==> config.mk <==
export PLATFORM = sky130hd
export DESIGN_NAME = midi_note_decoder
export DESIGN_NICKNAME = d
export VERILOG_FILES = /design/src/rtl/midi_note_decoder.sv
export SDC_FILE = /design/constraint.sdc
export NUM_CORES = 1
export LEC_CHECK = 0
export ABC_AREA = 1
export CAP_MARGIN = 30
export CORE_MARGIN = 2
export CORE_UTILIZATION = 50
export CTS_CLUSTER_DIAMETER = 200
export DETAILED_ROUTE_END_ITERATION = 10
export PLACE_DENSITY = 0.71
export SLEW_MARGIN = 10
export SYNTH_ARGS = -nofsm -noshare
export SYNTH_HDL_FRONTEND = slang
export SYNTH_SLANG_ARGS = --single-unit
==> constraint.sdc <==
create_clock -name clk -period 4.5 [get_ports clk]
set_input_delay 0.675 -clock clk [delete_from_list [all_inputs] [get_ports clk]]
set_output_delay 0.675 -clock clk [all_outputs]
set_load 0.01 [all_outputs]
==> src/rtl/midi_note_decoder.sv <==
// MIDI byte-stream parser: running status, channel filter and note decode,
// producing note_on/note_off strobes with a held note, velocity and waveform period.
module midi_note_decoder #(
  parameter int unsigned CLK_HZ  = 27000000,
  parameter logic [3:0]  CHANNEL = 4'd0
) (
  input  logic        clk,
  input  logic        rst,
  input  logic [7:0]  rx_data,
  input  logic        rx_valid,
  output logic        note_on,
  output logic        note_off,
  output logic [31:0] period,
  output logic [6:0]  note,
  output logic [6:0]  velocity,
  output logic        active
);

  typedef enum logic [1:0] {NO_STATUS = 2'd0, WAIT_D1 = 2'd1, WAIT_D2 = 2'd2} state_t;

  // Top-octave (notes 120..131) frequencies in millihertz; lower octaves are left shifts.
  function automatic logic [31:0] top_period(input int k);
    logic [63:0] f_mhz;
    case (k)
      0:       f_mhz = 64'd8372018;
      1:       f_mhz = 64'd8869844;
      2:       f_mhz = 64'd9397273;
      3:       f_mhz = 64'd9956063;
      4:       f_mhz = 64'd10548082;
      5:       f_mhz = 64'd11175303;
      6:       f_mhz = 64'd11839822;
      7:       f_mhz = 64'd12543854;
      8:       f_mhz = 64'd13289750;
      9:       f_mhz = 64'd14080000;
      10:      f_mhz = 64'd14917240;
      default: f_mhz = 64'd15804266;
    endcase
    top_period = 32'((64'(CLK_HZ) * 64'd1000 + f_mhz / 64'd2) / f_mhz);
  endfunction

  localparam logic [31:0] PERIOD_TABLE [0:11] = '{
    top_period(0), top_period(1), top_period(2),  top_period(3),
    top_period(4), top_period(5), top_period(6),  top_period(7),
    top_period(8), top_period(9), top_period(10), top_period(11)
  };

  state_t      state, state_next;
  logic [7:0]  run_status, run_status_next;
  logic [6:0]  d1_hold, d1_hold_next;
  logic        msg_done;
  logic [6:0]  msg_d1, msg_d2;
  logic        one_byte, hit, dec_on, dec_off, dec_all;
  logic        s1_on, s1_off, s1_all;
  logic [6:0]  s1_note, s1_vel;
  logic [3:0]  oct, key;
  logic        s2_on, s2_off, s2_all;
  logic [6:0]  s2_note, s2_vel;
  logic [31:0] s2_period;

  assign one_byte = (run_status[7:5] == 3'b110);

  always_ff @(posedge clk or posedge rst) begin
    if (rst) begin
      state      <= NO_STATUS;
      run_status <= 8'h00;
      d1_hold    <= 7'd0;
    end else begin
      state      <= state_next;
      run_status <= run_status_next;
      d1_hold    <= d1_hold_next;
    end
  end

  // Real-time bytes (F8..FF) fall through the first branch and leave everything untouched.
  always_comb begin
    state_next      = state;
    run_status_next = run_status;
    d1_hold_next    = d1_hold;
    if (rx_valid && rx_data[7]) begin
      if (rx_data[7:3] == 5'b11111) begin
        state_next = state;
      end else if (rx_data[7:4] == 4'hF) begin
        state_next      = NO_STATUS;
        run_status_next = 8'h00;
      end else begin
        state_next      = WAIT_D1;
        run_status_next = rx_data;
      end
    end else if (rx_valid) begin
      case (state)
        WAIT_D1: begin
          if (one_byte) begin
            state_next = WAIT_D1;
          end else begin
            state_next   = WAIT_D2;
            d1_hold_next = rx_data[6:0];
          end
        end
        WAIT_D2: state_next = WAIT_D1;
        default: state_next = NO_STATUS;
      endcase
    end else begin
      state_next = state;
    end
  end

  always_comb begin
    msg_done = 1'b0;
    msg_d1   = rx_data[6:0];
    msg_d2   = 7'd0;
    if (rx_valid && !rx_data[7]) begin
      case (state)
        WAIT_D1: msg_done = one_byte;
        WAIT_D2: begin
          msg_done = 1'b1;
          msg_d1   = d1_hold;
          msg_d2   = rx_data[6:0];
        end
        default: msg_done = 1'b0;
      endcase
    end else begin
      msg_done = 1'b0;
    end
  end

  assign hit     = msg_done && (run_status[3:0] == CHANNEL);
  assign dec_on  = hit && (run_status[7:4] == 4'h9) && (msg_d2 != 7'd0);
  assign dec_off = hit && ((run_status[7:4] == 4'h8) ||
                           ((run_status[7:4] == 4'h9) && (msg_d2 == 7'd0)));
  assign dec_all = hit && (run_status[7:4] == 4'hB) && (msg_d1 == 7'd123);

  always_ff @(posedge clk or posedge rst) begin
    if (rst) begin
      s1_on <= 1'b0; s1_off <= 1'b0; s1_all <= 1'b0;
      s1_note <= 7'd0; s1_vel <= 7'd0;
    end else begin
      s1_on <= dec_on; s1_off <= dec_off; s1_all <= dec_all;
      s1_note <= msg_d1; s1_vel <= msg_d2;
    end
  end

  assign oct = 4'(s1_note / 7'd12);
  assign key = 4'(s1_note % 7'd12);

  always_ff @(posedge clk or posedge rst) begin
    if (rst) begin
      s2_on <= 1'b0; s2_off <= 1'b0; s2_all <= 1'b0;
      s2_note <= 7'd0; s2_vel <= 7'd0; s2_period <= 32'd0;
    end else begin
      s2_on <= s1_on; s2_off <= s1_off; s2_all <= s1_all;
      s2_note <= s1_note; s2_vel <= s1_vel;
      s2_period <= PERIOD_TABLE[key] << (4'd10 - oct);
    end
  end

  // Note-off only releases the note that is actually sounding.
  always_ff @(posedge clk or posedge rst) begin
    if (rst) begin
      note_on <= 1'b0; note_off <= 1'b0; active <= 1'b0;
      period <= 32'd0; note <= 7'd0; velocity <= 7'd0;
    end else begin
      note_on  <= 1'b0;
      note_off <= 1'b0;
      if (s2_on) begin
        note_on  <= 1'b1;
        active   <= 1'b1;
        note     <= s2_note;
        velocity <= s2_vel;
        period   <= s2_period;
      end else if (active && (s2_all || (s2_off && (s2_note == note)))) begin
        note_off <= 1'b1;
        active   <= 1'b0;
      end else begin
        active <= active;
      end
    end
  end

endmodule

=== Yosys cells after proc, flatten, opt, wreduce, memory -nomap -nowiden ===
Memories as Yosys holds them, arrays and structs flattened.
Index checks and enable logic that the tools add are counted.
Widths: inputs -> output; s select.

* Register bits: 132
* Memory bits (read-only): 512
* Input bits: 11
* Output and inout bits: 49
* Word-level logic and storage cells: 83
* Memories: 1

{| class="wikitable"
|+ Memories
! memory !! depth !! width !! rd ports !! clocked after memory_dff !! write ports !! line !! RTL
|-
| (name not given) || 16 || 32 || 1 || 0 || 0 || 152 || <nowiki>s2_period <= PERIOD_TABLE[key] << (4'd10 - oct);</nowiki>
|}

* $add $sub $neg: 1
* Div/mod/pow operators: 2
* $lt $le $gt $ge: 1
* Equal/unequal tests: 11
* Shifts and indexed selects: 1
* Muxes and demuxes: 20
* Bitwise operators: 4
* Reduce and logical (&&, ||, !) cells: 22

{| class="wikitable"
|+ Operators by type and width
! operator !! count
|-
| $mux 32 || 2
|-
| $shl 32x4->32 || 1
|-
| $mux 7 || 4
|-
| $eq 4x4->1 const B || 4
|-
| $logic_and 1x1->1 || 11
|-
| $mux 2 || 4
|-
| $mux 8 || 1
|-
| $div 7x4->7 const B || 1
|-
| $eq 7x7->1 || 1
|-
| $eq 7x7->1 const B || 1
|-
| $logic_not 7->1 || 1
|-
| $mod 7x4->7 const B || 1
|-
| $mux 1 || 7
|-
| $reduce_bool 7->1 || 1
|-
| $eq 5x5->1 const B || 1
|-
| $ge 5x5->1 const B || 1
|-
| $not 4->5 || 1
|-
| $logic_not 4->1 || 1
|-
| $pmux 2 s2 || 1
|-
| $reduce_and 2->1 || 2
|-
| $reduce_and 4->1 || 1
|-
| $reduce_bool 2->1 || 2
|-
| $sub 4x4->4 const A || 1
|-
| $eq 3x3->1 const B || 1
|-
| other kinds (7) || 10
|}

=== Logic depth before layout (Yosys ltp) ===
Gate-level depths: netlist (run 1).

* Word-level depth: 7
* Gate-level depth with buffers: 21
* Depth with buffers taken out: 20

=== Worst setup path after synthesis (run 1) ===
Ideal clock, no wire load.

* Path type: reg-to-reg
* Start point: register s1_note[4]
* End point: register s2_period[16]
* Arrival time: 2.476 ns
* Data required time: 4.383 ns
* Setup slack: 1.907 ns
* Cell stages (with the launch flop): 19
* Path buffers: 3
* Cell sequence: dfrtp_1 > nand3_1 > nand2_2 > nand2_2 > nand3_2 > nand2_2 > nand2_2 > nand2_4 > nand2_1 > nand2_1 > inv_2 > buf_4 > ha_1 > xnor2_1 > clkbuf_1 > clkbuf_1 > nand2_1 > nand3_1 > nand2_1

* Cells in the longest elaborated chain, start to end: 6
* Elaborated cells on any way between the ends: 8
* Those cells by class: add/sub: 1; div: 2; shift: 1; mux: 2; bitwise: 1; memory: 1

{| class="wikitable"
|+ Ends and longest elaborated chain
! what !! line !! RTL
|-
| start, declared || 54 || <nowiki>logic [6:0] s1_note, s1_vel;</nowiki>
|-
| start signal, assigned || 138 || <nowiki>s1_note <= msg_d1; s1_vel <= msg_d2;</nowiki>
|-
| $mod 7x4->7 || 143 || <nowiki>assign key = 4'(s1_note % 7'd12);</nowiki>
|-
| $not 4->5 (not written as such) || 152 ||
|-
| $mem_v2 16x32 || -- ||
|-
| $mux 32 (not written as such) (2 in series) || 152 ||
|-
| $shl 32x4->32 * || 152 ||
|-
| end signal, assigned || 152 ||
|-
| end, declared || 58 || <nowiki>logic [31:0] s2_period;</nowiki>
|}

Mark *: on every way between the ends. The rest lies on a longest branch, timed or not. The select of a mux whose other input is x is not followed.
A chain may end at the register's enable or synchronous reset.

=== Worst setup path in the final report (run 1) ===
* Start point: register s1_note[5]
* End point: register s2_period[14]

Same word-level chain as after synthesis.

==> results of run 1 <==
## sequential cells by signal, indices dropped and copies added (netlist names)
name,cells
note_on,1
note,7
s1_vel,7
s2_off,1
s1_on,1
period,27
velocity,7
s2_vel,7
run_status,8
s1_all,1
active,1
s2_on,1
note_off,1
s1_off,1
state,2
s2_note,7
d1_hold,7
s2_all,1
s1_note,7
s2_period,27
## area by class of cell
class,count,area [sq um]
Timing Repair Buffer,60,625.6
Clock inverter,14,146.4
Fill cell,879,3741
Tap cell,136,170.2
Multi-Input combinational cell,422,1936
Clock buffer,18,427.9
Inverter,46,177.7
Sequential cell,122,3053
## through the flow
step                hold WS (ps)  worst slack, ps  cells  total power, mW  utilization, %
floorplan                  331.2            582.5    618            1.789               -
detailed placement         336.2             1253    786            1.928           58.01
global route               349.4            788.8    818            3.400           63.60
CTS                        345.6             1221    818            3.228           63.60
global placement           332.3             1309    784            1.913           57.48
finish                     343.6             1190    818            3.217           63.60
## power breakdown
part | switching (mW) | internal [mW] | total [mW] | leakage (nW)
Clock | 0.491 | 0.802 | 1.29 | 0.277
Sequential | 0.0574 | 1.23 | 1.29 | 1.62
Combinational | 0.444 | 0.191 | 0.635 | 1.45
## worst max-delay path: stages (launching register included)
cell and delay (ps):
dfrtp_1 410, inv_1 80, nand2_1 100, nand2_2 80, nand2_2 70, nand3_2 80, nand2_2 100, nand2_2 70
nand2_4 90, nand2_1 70, nand2_1 260, inv_2 190, ha_1 230, xnor2_1 140, buf_4 250, clkinv_1 460
nand3_1 290, nand2_1 70, nand2_1 60, nand2_1 70
## layout by cell type, fill, tap and decap left out, types with 2 or more instances in the layout
master,Yosys,final
inv_1,37,36
bufinv_16,0,2
buf_16,0,2
inv_2,6,6
nor2_1,26,26
nor3_1,5,5
clkinvlp_4,0,3
o22ai_1,5,5
o21ai_2,2,2
dfrtp_1,122,122
o21ai_1,3,3
inv_4,1,2
a21oi_1,5,5
ha_1,7,7
conb_1,1,5
buf_4,6,4
clkinv_2,0,4
a31oi_1,2,2
nand3_2,4,4
clkbuf_16,0,16
o21ai_0,28,28
nand2_2,8,8
nand2_1,229,229
nand3_1,68,68
nor4_1,4,4
clkinv_1,2,2
inv_6,0,2
clkdlybuf4s50_1,0,54
nand4_1,12,12
clkinv_4,0,3
clkbuf_8,0,2
nand2_4,2,2
## path summary, 6_finish.rpt
kind | end | slack [ps]
hold reg to reg | s2_off$_DFF_PP0_ | 340
max in group asynchronous | run_status[4]$_DFFE_PP0P_ | 3140
setup reg to reg | s2_period[14]$_DFF_PP0_ | 1190
hold / removal | s2_off$_DFF_PP0_ | 340
setup / recovery | s2_period[14]$_DFF_PP0_ | 1190
min in group asynchronous | note_off$_DFF_PP0_ | 460
## layer usage
metal / GRT usage, % / up-vias / part of all wire [%]
met3: 4.742 / 18 / 4.9
met5: 0 / - / 0
met2: 34.44 / 139 / 46
met1: 29.62 / 1971 / 47
li1: - / 2077 / -
met4: 7.607 / 0 / 1.9
## logic make-up (layout without fill, tap and decap cells)
| family | after synthesis | count (layout) |
|---|---|---|
| buf+inv | 74 | 138 |
| flops | 122 | 122 |
| other cells | 1 | 5 |
| simple gates | 362 | 362 |
| fa+ha+maj | 7 | 7 |
| xor+xnor | 2 | 2 |
| compound gates | 46 | 46 |
==> impl_metrics.tcl, run 1 <==
set metrics [dict create \
    synthAdderAreaFrac_pct 1.655 \
    die_y_microns 106.9 \
    cp-end-kind "flip-flop" \
    synth.top_cells.by_count "nand2_1, dfrtp_1, nand3_1" \
    fin_tns_setup_ps 0 \
    drc 0 \
    grt_usage_pct 21.66 \
    min_path_type "flip-flop to flip-flop" \
    grt_max_degree 68 \
    core_sq_mm 0.01028 \
    yosys.area_share.simple_pct 29.53 \
    post-route-min-period_ps 3310 \
    gp_congestion 0.9000 \
    async_flop_share_pct 100.0 \
    worst_ep_arrival_time_ps 3700 \
    hold_viol 0 \
    clockBufferDepth 2 \
    finalMaxSlewViolations 0 \
    synth_compound_area_share_pct 4.706 \
    cts.sinks 122 \
    synth_area_leader_cell "dfrtp_1" \
    antenna_found_initial 0 \
    ctsResizeCount 0 \
    vias 4205 \
    synth_top_family_by_area "simple AND/OR/NAND/NOR gates" \
    synth_edf_count 0 \
    via_per_inst 5.141 \
    synthMuxAreaShare_pct 0 \
    post-cts-setup-buffers 0 \
    ys.flop_type "dfrtp_1" \
    powerDensity_mw_per_mm2 492.1 \
    fin_skew_ps 11.31 \
    drive_gt1_share_pct 9.238 \
    grt_pass1_wl_mm 19.32 \
    final_cell_area_sq_mm 0.006536 \
    cp_max_fo 20 \
    antenna_left 0 \
    yosysSeqAreaShare_pct 57.70 \
    rsz0062_at_grt "false" \
    cts_hold_buffers 0 \
    min_from "s1_off$_DFF_PP0_" \
    ir_drop_mv 0.2919 \
    root_buffer "clkbuf_8" \
    cts_tree "built" \
    synth_warnings 0 \
    maxCapViolCount 0 \
    postPlaceCellArea_sq_mm 0.005962 \
    num-nets-final 687 \
    drt-total-wl_mm 11.28 \
    yosys.area_share.xor_xnor_pct 0.3310 \
    hpwl_mm 7.852 \
    post-route-period-util_pct 73.55 \
    min_path_cells 0 \
    drtIter0Drc 286 \
    startpoint_type "flip-flop" \
    synthTopCellsByArea "dfrtp_1, nand2_1, nand3_1" \
    setup_viol 0 \
    diodes 0 \
    wl_per_cell_microns 13.79 \
    critPathRequiredTime_ps 4890 \
    h-tree-depth 4 \
    avgSynthCellArea_sq_um 8.618 \
    num_rows 37 \
    port_buffers 54 \
    area_delta_synth_final_pct 23.53 \
    reg2reg_from "s1_note[5]$_DFF_PP0_" \
    critical_path_class "flip-flop to flip-flop" \
    worst_pin_slew_ps 686.5 \
    dieArea_sq_mm 0.01142 \
    netlist_instances 614 \
    r2r_cells 19 \
    grt_pass1_vias 4054 \
    drtPass1Iterations 5 \
    ys_ff_latch 122 \
    path_clk_slew_ps 60 \
    clk_latency_ps 520 \
    overflow 0 \
    ys_types 34 \
    ios 60 \
    yosysMostFrequentCell "nand2_1" \
    start_util_pct 51.49 \
    netlist_area_sq_mm 0.005291 \
    cts_made_buffers 17 \
    leakage_nw 3.344 \
    status "finished, final reports clean" \
    netlist.area_leader.share_pct 57.70 \
    fmax_mhz 302.1 \
    slew_headroom_pct 54.07 \
    cp-startpoint "s1_note[5]$_DFF_PP0_" \
    die_w_microns 106.9 \
]
(Power assumes the default switching activity.)
==> run 2, diff against run 1 <==
--- a/config.mk
+++ b/config.mk
@@ -11,7 +11,7 @@
 export CORE_UTILIZATION = 50
 export CTS_CLUSTER_DIAMETER = 200
 export DETAILED_ROUTE_END_ITERATION = 10
-export PLACE_DENSITY = 0.71
+export PLACE_DENSITY = 0.74
 export SLEW_MARGIN = 10
 export SYNTH_ARGS = -nofsm -noshare
 export SYNTH_HDL_FRONTEND = slang
==> constraint.sdc (replaced) <==
create_clock -name clk -period 2.8 [get_ports clk]
set_input_delay 0.42 -clock clk [delete_from_list [all_inputs] [get_ports clk]]
set_output_delay 0.42 -clock clk [all_outputs]
set_load 0.01 [all_outputs]
==> run 2 against run 1 <==
Against the previous run:
- combinational power is 69% higher
- largest cell class unchanged
- critical path depth down 2
- hold slack better by 4.4 ps
==> impl_metrics.tcl, run 2 (synthesis results as in run 1) <==
set metrics [dict create \
    maxCapViolCount 0 \
    setup_viol 0 \
    finalMaxSlewViolations 0 \
    cp-startpoint "s1_note[5]$_DFF_PP0_" \
    grt_max_degree 123 \
    crit_family "simple AND/OR/NAND/NOR gates" \
    path_buf_inv 2 \
    post-route-min-period_ps 2466 \
    critical_path.cell_chain "inv_1 -> nand2_1 -> nand2_2 -> nand2_2 -> nand3_2 -> nand2_2 -> nand2_2 -> nand2_4 -> inv_2 -> nand2_1 -> nand2_1 -> or2_1 -> nand3_1 -> nand3_1 -> nand3_1 -> nand2_1 -> nor2_1" \
    grt_pass1_vias 4104 \
    worst_ep_arrival_time_ps 2900 \
    start_util_pct 51.49 \
    cts.sinks 122 \
    die_y_microns 106.9 \
    overflow 0 \
    final_common_cell "nand2_1" \
    gp_congestion 0.9159 \
    area_delta_synth_final_pct 25.30 \
    critPathRequiredTime_ps 3230 \
    hold_viol 0 \
    fmax_mhz 405.5 \
    worst_pin_slew_ps 600.1 \
    cts_hold_buffers 0 \
    slew_headroom_pct 60.00 \
    hpwl_mm 7.846 \
    cp-end-kind "flip-flop" \
    endpoint "s2_period[7]$_DFF_PP0_" \
    antenna_left 0 \
    r2r_slack_ps 330 \
    cpMaxStageDelayCell "dfrtp_1" \
    core_sq_mm 0.01028 \
    whs_ps 348.0 \
    drive_gt1_share_pct 9.898 \
    min_from "s1_vel[1]$_DFF_PP0_" \
    ios 60 \
    die_w_microns 106.9 \
    startpoint_type "flip-flop" \
    reg2reg_from "s1_note[5]$_DFF_PP0_" \
    via_per_inst 5.193 \
    root_buffer "clkbuf_8" \
    port_buffers 54 \
    diodes 0 \
    r2r_cells 17 \
    cts_made_buffers 17 \
    post-route-period-util_pct 88.08 \
    drt-total-wl_mm 11.56 \
    dieArea_sq_mm 0.01142 \
    cp_max_fo 11 \
    grt_pass1_wl_mm 19.73 \
    num-nets-final 692 \
    powerDensity_mw_per_mm2 818.6 \
    status "finished, final reports clean" \
    drtIter0Drc 305 \
    wl_per_cell_microns 14.04 \
    antenna_found_initial 0 \
    reg_top3 "period (27), s2_period (27), run_status (8)" \
    h-tree-depth 4 \
    drc 0 \
    clockBufferDepth 2 \
    grt_usage_pct 22.32 \
    clk_latency_ps 520 \
    critical_path_class "flip-flop to flip-flop" \
    fin_skew_ps 12.71 \
    cts_tree "built" \
    ir_drop_mv 0.3829 \
    layout_common_cells "nand2_1, dfrtp_1, nand3_1, clkdlybuf4s50_1, inv_1" \
    regToRegEndpoint "s2_period[7]$_DFF_PP0_" \
    pre_cts_slack_ps 311.1 \
    fin_tns_setup_ps 0 \
    rsz0062_at_grt "false" \
    vias 4274 \
    num_rows 37 \
    worst_slack_ps 333.9 \
    min_path_type "flip-flop to flip-flop" \
    cp.depth 17 \
    path_clk_slew_ps 60 \
    leakage_nw 3.382 \
    drtPass1Iterations 5 \
    max_stage_delay_ps 420 \
]
run 2: where the power goes:
group | internal (mW) | leakage [nW] | switching, mW
Combinational | 0.353 | 1.46 | 0.713
Sequential | 1.98 | 1.62 | 0.104
Clock | 1.48 | 0.299 | 0.801
run 2: worst min-delay path by stage:
stage / endpoint / cells past startpoint
after floorplan: s2_all$_DFF_PP0_ / 0
after global placement: s2_all$_DFF_PP0_ / 0
after global routing: s2_vel[1]$_DFF_PP0_ / 0
final: s2_vel[1]$_DFF_PP0_ / 0
after CTS: s2_vel[1]$_DFF_PP0_ / 0
after detailed placement: s2_vel[1]$_DFF_PP0_ / 0
run 2: through the flow:
stage / cell area (sq um) / cells / utilization [%] / power, mW
6_report: 6630 / 823 / 64.51 / 5.427
5_1_grt: 6630 / 823 / 64.51 / 5.739
4_1_cts: 6606 / 822 / 64.28 / 5.416
3_5_place_dp: 5986 / 790 / 58.24 / 3.130
3_3_place_gp: 5958 / 789 / 57.97 / 3.115
2_1_floorplan: 5310 / 618 / - / 2.875
run 2: final cells by class:
cell class,instances,area (sq um)
clock buffers,19,431.7
repair buffers,65,668.1
fillers,859,3647
clock inverters,13,188.9
well taps,136,170.2
flip-flops and latches,122,3053
inverters,46,182.7
multi-input cells,422,1936
run 2: what timing repair did:
| item | in CTS | in global routing |
|---|---|---|
| buffers inserted | 0 | 1 |
| endpoints found under the setup margin | 0 | 2 |
| resized for setup | 0 | 1 |
run 2: layer usage:
layer	wire length (microns)	share of wire, %	vias to the layer above	global-route usage (%)
met4	182	1.6	0	7.699
met3	659	5.7	21	5.836
met1	5179	45	2019	30.37
li1	-	-	2083	-
met2	5535	48	151	35.03
met5	0	0	-	0
